==> src/rtl/cfg_arb_pkg.sv <==
// Shared types and field positions for the config register arbiter.
// Packet layout: bit 27 write, 26:24 register address, 23:0 data.
package cfg_arb_pkg;

    typedef enum logic [1:0] {
        IDLE  = 2'd0,
        ISSUE = 2'd1,
        RESP  = 2'd2
    } state_t;

    localparam int WR_BIT  = 27;
    localparam int ADDR_HI = 26;
    localparam int ADDR_LO = 24;
    localparam int DATA_HI = 23;

    // Read of reg 0 with the write bit clear: safe to present on any cycle.
    localparam logic [31:0] IDLE_PACKET = 32'h0000_0000;

endpackage

==> src/rtl/rr_arbiter.sv <==
// Round-robin pick: search starts one past last_grant and wraps.
// Latency: combinational. Backpressure: none; the caller decides when a pick is taken.
// The grant is one-hot and is all-zero when no request is present.
module rr_arbiter #(
    parameter int NUM_REQ = 2,
    parameter int IDX_W   = $clog2(NUM_REQ)
) (
    input  logic [NUM_REQ-1:0] req,
    input  logic [IDX_W-1:0]   last_grant,
    output logic [NUM_REQ-1:0] grant,
    output logic [IDX_W-1:0]   grant_idx
);

    logic             found;
    logic [IDX_W-1:0] cand;

    always_comb begin
        grant     = '0;
        grant_idx = last_grant;
        found     = 1'b0;
        cand      = '0;
        for (int i = 1; i <= NUM_REQ; i++) begin
            cand = IDX_W'((int'(last_grant) + i) % NUM_REQ);
            if (!found && req[cand]) begin
                found       = 1'b1;
                grant[cand] = 1'b1;
                grant_idx   = cand;
            end
        end
    end

endmodule

==> src/rtl/cfg_reg_arbiter.sv <==
// Arbitrates NUM_REQ requesters onto one config register file port.
// Latency: accept -> rsp_valid 2 cycles; reads every 3 cycles, unacked writes every 2.
// Backpressure: one transaction in flight; no new grant until the response is taken.
// Optional macro: CFG_ARB_WRITE_ACK_EN gives writes a response carrying the written data.
module cfg_reg_arbiter
    import cfg_arb_pkg::*;
#(
    parameter int WIDTH   = 32,
    parameter int NUM_REQ = 2
) (
    input  logic                            clk,
    input  logic                            rst_n,
    input  logic [NUM_REQ-1:0]              req_valid,
    input  logic [NUM_REQ-1:0][WIDTH-1:0]   req_packet,
    output logic [NUM_REQ-1:0]              req_ready,
    output logic [NUM_REQ-1:0]              rsp_valid,
    input  logic [NUM_REQ-1:0]              rsp_ready,
    output logic [WIDTH-9:0]                rsp_data,
    output logic                            rsp_err,
    output logic [WIDTH-1:0]                cfg_packet,
    input  logic [WIDTH-9:0]                cfg_read_data,
    input  logic                            cfg_valid
);

    localparam int IDX_W = $clog2(NUM_REQ);
    localparam int DW    = WIDTH - 8;

    state_t             state;
    logic               run_q;
    logic [WIDTH-1:0]   pkt_q;
    logic [NUM_REQ-1:0] grant_q;
    logic [IDX_W-1:0]   last_grant;
    logic [NUM_REQ-1:0] arb_grant;
    logic [IDX_W-1:0]   arb_idx;
    logic               take;

    rr_arbiter #(
        .NUM_REQ (NUM_REQ),
        .IDX_W   (IDX_W)
    ) u_rr (
        .req        (req_valid),
        .last_grant (last_grant),
        .grant      (arb_grant),
        .grant_idx  (arb_idx)
    );

    // run_q holds off arbitration until one full edge has passed after reset release.
    assign take       = (state == IDLE) && run_q && (|req_valid);
    assign req_ready  = take ? arb_grant : '0;
    assign rsp_valid  = (state == RESP) ? grant_q : '0;
    // The register file writes whenever bit 27 is set, so only ISSUE may show pkt_q.
    assign cfg_packet = (state == ISSUE) ? pkt_q : WIDTH'(IDLE_PACKET);

    always_ff @(posedge clk or negedge rst_n) begin
        if (!rst_n) begin
            state      <= IDLE;
            run_q      <= 1'b0;
            pkt_q      <= '0;
            grant_q    <= '0;
            last_grant <= IDX_W'(NUM_REQ - 1);
            rsp_data   <= '0;
            rsp_err    <= 1'b0;
        end else begin
            run_q <= 1'b1;
            case (state)
                IDLE: begin
                    if (take) begin
                        pkt_q      <= req_packet[arb_idx];
                        grant_q    <= arb_grant;
                        last_grant <= arb_idx;
                        state      <= ISSUE;
                    end
                end
                ISSUE: begin
                    if (!pkt_q[WR_BIT]) begin
                        rsp_data <= cfg_read_data;
                        rsp_err  <= ~cfg_valid;
                        state    <= RESP;
                    end else begin
`ifdef CFG_ARB_WRITE_ACK_EN
                        rsp_data <= pkt_q[DW-1:0];
                        rsp_err  <= 1'b0;
                        state    <= RESP;
`else
                        state    <= IDLE;
`endif
                    end
                end
                RESP: begin
                    if (|(rsp_ready & grant_q)) begin
                        state <= IDLE;
                    end
                end
                default: state <= IDLE;
            endcase
        end
    end

endmodule

==> config.mk <==
export PLATFORM = sky130hd
export DESIGN_NAME = cfg_reg_arbiter
export DESIGN_NICKNAME = d
export VERILOG_FILES = /design/src/rtl/cfg_arb_pkg.sv /design/src/rtl/rr_arbiter.sv /design/src/rtl/cfg_reg_arbiter.sv
export SDC_FILE = /design/constraint.sdc
export NUM_CORES = 1
export LEC_CHECK = 0
export ABC_AREA = 1
export CORE_MARGIN = 10
export CORE_UTILIZATION = 30
export CTS_CLUSTER_DIAMETER = 60
export DETAILED_ROUTE_END_ITERATION = 10
export PLACE_DENSITY_LB_ADDON = 0.08
export SLEW_MARGIN = 15
export SYNTH_ARGS = -nofsm -noshare
export SYNTH_HDL_FRONTEND = slang
export SYNTH_SLANG_ARGS = --single-unit
==> constraint.sdc <==
create_clock -name clk -period 2.88 [get_ports clk]
set_input_delay 0.72 -clock clk [delete_from_list [all_inputs] [get_ports clk]]
set_output_delay 0.72 -clock clk [all_outputs]
set_load 0.05 [all_outputs]
==> run_summary.xml <==
<?xml version="1.0" encoding="UTF-8"?>
<metrics>
  <group name="status">
    <metric name="status" unit="">complete, no violations</metric>
  </group>
  <group name="detailed_routing">
    <metric name="avgRoutedWirePerCell" unit="um">14.1</metric>
    <metric name="drt-vias-per-instance" unit="">4.35</metric>
    <metric name="detail_route.first_pass.iterations" unit="">6</metric>
    <metric name="num_vias" unit="">3388</metric>
    <metric name="drtAntennaViolNets" unit="">0</metric>
    <metric name="detail_route.iter0.violations" unit="">243</metric>
    <metric name="drcViolationCount" unit="">0</metric>
    <metric name="wl" unit="um">11000</metric>
  </group>
  <group name="setup_path">
    <metric name="cp.arrival" unit="ps">1890</metric>
    <metric name="critical_path.startpoint_type" unit="">flop</metric>
    <metric name="buffering_stage_count_on_the_worst_path_with_inverters_included" unit="">3</metric>
    <metric name="critical_path_peak_fanout" unit="">3</metric>
    <metric name="capture_instance_of_the_worst_register_to_register_path" unit="">pkt_q[20]$_DFFE_PN0P_</metric>
    <metric name="critical_path.endpoint_type" unit="">output pin</metric>
    <metric name="critical-path-slowest-cell" unit="">sky130_fd_sc_hd__clkdlybuf4s50_1</metric>
    <metric name="crit_family" unit="">buffers and inverters</metric>
    <metric name="path_cells" unit="">inv_1 &gt; nor2_1 &gt; inv_1 &gt; nor2_1 &gt; clkdlybuf4s50_1</metric>
    <metric name="worst_r2r_path_depth" unit="">7</metric>
    <metric name="timing.rr.start" unit="">state[1]$_DFFE_PN0P_</metric>
    <metric name="rrSetupSlack" unit="ps">880</metric>
    <metric name="cp_data_required_time" unit="ps">2160</metric>
    <metric name="cp_slowest_stage_delay" unit="ps">830</metric>
    <metric name="setup.worst_path.class" unit="">flop to output pin</metric>
  </group>
  <group name="sta">
    <metric name="finalHoldViolCount" unit="">0</metric>
    <metric name="finalSetupViolations" unit="">0</metric>
    <metric name="fmax" unit="GHz">0.382</metric>
    <metric name="report.final.slew_viol_count" unit="">0</metric>
    <metric name="slew_at_the_pin_closest_to_its_max_slew_limit" unit="ps">675</metric>
    <metric name="fin_crit_sh" unit="">0.908</metric>
    <metric name="postLayoutSetupSlackWorst" unit="ps">265</metric>
    <metric name="timing.final.crit_period" unit="ps">2610</metric>
    <metric name="finalSetupTns" unit="ps">0</metric>
    <metric name="clock_skew" unit="ps">3.67</metric>
    <metric name="grt_setup_unrepaired" unit="">no</metric>
    <metric name="relSlewSlack" unit="">0.550</metric>
  </group>
  <group name="grt">
    <metric name="grt_pass1_wl" unit="um">17900</metric>
    <metric name="grt_overflow_total" unit="">0</metric>
    <metric name="grt_start_max_net_pins" unit="">38</metric>
    <metric name="global_route.usage.total" unit="">0.133</metric>
    <metric name="first_global_vias" unit="">3581</metric>
    <metric name="antenna_found_initial" unit="">0</metric>
  </group>
  <group name="cells_and_area">
    <metric name="syn_to_final_growth" unit="%">64.1</metric>
    <metric name="multiInputGateArea" unit="sq um">1380</metric>
    <metric name="core_utilization_of_the_finished_layout" unit="">0.505</metric>
    <metric name="fin_cells" unit="">779</metric>
    <metric name="net_count_final" unit="">726</metric>
    <metric name="antenna_cells" unit="">0</metric>
    <metric name="layout.area.seq" unit="sq um">1580</metric>
    <metric name="post_route_cells_drive_above_1_share" unit="">0.151</metric>
    <metric name="fillCellCount" unit="">1158</metric>
  </group>
  <group name="synthesis">
    <metric name="total_number_of_yosys_warnings" unit="">0</metric>
    <metric name="synth_cell_type_count" unit="">21</metric>
    <metric name="synthDominantAreaCellType" unit="">sky130_fd_sc_hd__dfrtp_1</metric>
    <metric name="synth-seq-cells" unit="">63</metric>
    <metric name="cell_area_after_synthesis" unit="sq um">3530</metric>
    <metric name="post_synth_inst_count" unit="">484</metric>
    <metric name="synth.area.top_cells" unit="">sky130_fd_sc_hd__dfrtp_1 44%, sky130_fd_sc_hd__nand2_1 16%, sky130_fd_sc_hd__inv_1 11%, sky130_fd_sc_hd__nand3_1 8.5%, sky130_fd_sc_hd__nand3_2 8.2%</metric>
    <metric name="yosysTopAreaCellShare" unit="">0.440</metric>
    <metric name="mappedNetlistNets" unit="">579</metric>
    <metric name="syn_avg_cell_area" unit="sq um">7.29</metric>
    <metric name="synth_seq_area_share" unit="">0.447</metric>
  </group>
  <group name="floorplanning">
    <metric name="io_pins" unit="">156</metric>
    <metric name="design.core.area" unit="sq um">11500</metric>
    <metric name="floorplan.initialDensity" unit="">0.308</metric>
    <metric name="die_h" unit="um">128</metric>
    <metric name="row_count" unit="">39</metric>
    <metric name="design.die.area" unit="sq um">16500</metric>
    <metric name="die_width" unit="um">128</metric>
  </group>
  <group name="clocking">
    <metric name="htree_levels" unit="">3</metric>
    <metric name="skew_pair_late_insertion_delay" unit="ps">320</metric>
    <metric name="clk_pin_slew_worst_paths" unit="ps">50</metric>
    <metric name="numClockSinks" unit="">63</metric>
    <metric name="clockBufferDepth" unit="">2</metric>
    <metric name="postCtsHoldBufs" unit="">0</metric>
    <metric name="clock_tree.root_cell" unit="">sky130_fd_sc_hd__clkbuf_16</metric>
    <metric name="cts_setup_buffers" unit="">0</metric>
    <metric name="cts-resized-gates" unit="">0</metric>
    <metric name="cts-buffers-inserted" unit="">9</metric>
    <metric name="clock_tree_from_tritoncts" unit="">done</metric>
  </group>
  <group name="placed_design">
    <metric name="io_buffers" unit="">155</metric>
    <metric name="worst_setup_slack_after_placement" unit="ps">69.1</metric>
    <metric name="place.detailed.instances" unit="">763</metric>
    <metric name="place_hpwl" unit="um">8190</metric>
    <metric name="routabilityCongestion" unit="">0.820</metric>
  </group>
  <group name="job">
    <metric name="maxCapViolations" unit="">0</metric>
  </group>
  <group name="power">
    <metric name="vdd_ir_drop_max" unit="mV">0.512</metric>
    <metric name="total_power" unit="W">0.00577</metric>
    <metric name="power.density" unit="nW/um^2">997</metric>
    <metric name="power.leakage" unit="nW">2.99</metric>
  </group>
  <group name="min_path">
    <metric name="hold_path_class" unit="">input port to asynchronous set/reset pin</metric>
  </group>
</metrics>
==> cells in the final DEF (no fill, tap or decap), drive strengths merged, types with 2 or more instances in the layout <==
| cell | instances |
|---|---|
| dfrtp | 62 |
| clkbuf | 13 |
| nand3 | 89 |
| buf | 41 |
| nand2 | 154 |
| nor2 | 39 |
| inv | 107 |
| clkdlybuf4s50 | 120 |
| clkinv | 2 |
| o21ai | 5 |
==> how the worst max path moves through the flow <==
stage	from	end	slack [ps]	depth (start not counted)
2_1_floorplan	state[1]$_DFFE_PN0P_	cfg_packet[10]	650	4
3_3_place_gp	req_valid[1]	pkt_q[15]$_DFFE_PN0P_	180	7
5_1_grt	state[1]$_DFFE_PN0P_	rsp_valid[1]	160	5
6_report	state[1]$_DFFE_PN0P_	rsp_valid[1]	270	5
4_1_cts	state[1]$_DFFE_PN0P_	rsp_valid[0]	220	5
3_5_place_dp	req_valid[1]	pkt_q[23]$_DFFE_PN0P_	70	7
==> cell usage after synthesis, drive strengths merged <==
cell type,instances
clkbuf,5
dfrtp,62
nand2,154
conb,1
nand4,1
nor2,39
dfstp,1
buf,20
nand3,89
inv,107
o21ai,5
==> power breakdown <==
| group | total, W | leakage [nW] | switching (W) | internal [W] |
|---|---|---|---|---|
| registers | 0.00155 | 0.772 | 0.000239 | 0.00131 |
| clock network | 0.00111 | 0.156 | 0.000371 | 0.000738 |
| logic | 0.00311 | 2.06 | 0.00199 | 0.00112 |
| total | 0.00577 | 2.99 | 0.00260 | 0.00317 |
==> stage by stage <==
| step | hold slack [ps] | cell area [sq um] |
|---|---|---|
| global placement | 453 | 5480 |
| detailed placement | 459 | 5480 |
| floorplan | 424 | 3530 |
| finish | 440 | 5790 |
| CTS | 460 | 5790 |
| global route | 485 | 5790 |
==> cells by family after synthesis <==
group                  Yosys count  synth area share
other                            1           0.00106
DFF                             63             0.447
AOI/OAI and AO/OA                5           0.00815
buffers and inverters          132             0.162
and+or+nand+nor                283             0.381
==> layout make-up <==
type / instances / area share
clock inverters: 3 / 0.00691
clock buffers: 13 / 0.0467
flip-flops and latches: 63 / 0.272
inverters: 107 / 0.0693
well taps: 143 / 0.0309
repair buffers: 161 / 0.336
multi-input cells: 289 / 0.238
==> flip-flops by register name (all words and copies together), names as in the netlist <==
register,cells
pkt_q,32
rsp_data,24
grant_q,2
state,2
last_grant,1
rsp_err,1
run_q,1
==> metal layers <==
metal | part of all wire | vias to the layer above | track usage | wire, um
li1 | - | 1717 | - | -
met1 | 0.43 | 1555 | 0.160 | 4730
met2 | 0.46 | 110 | 0.210 | 5060
met3 | 0.099 | 6 | 0.0587 | 1080
met4 | 0.0081 | 0 | 0.0364 | 89
met5 | 0 | - | 0 | 0
Power figures use the tool's default switching activity.
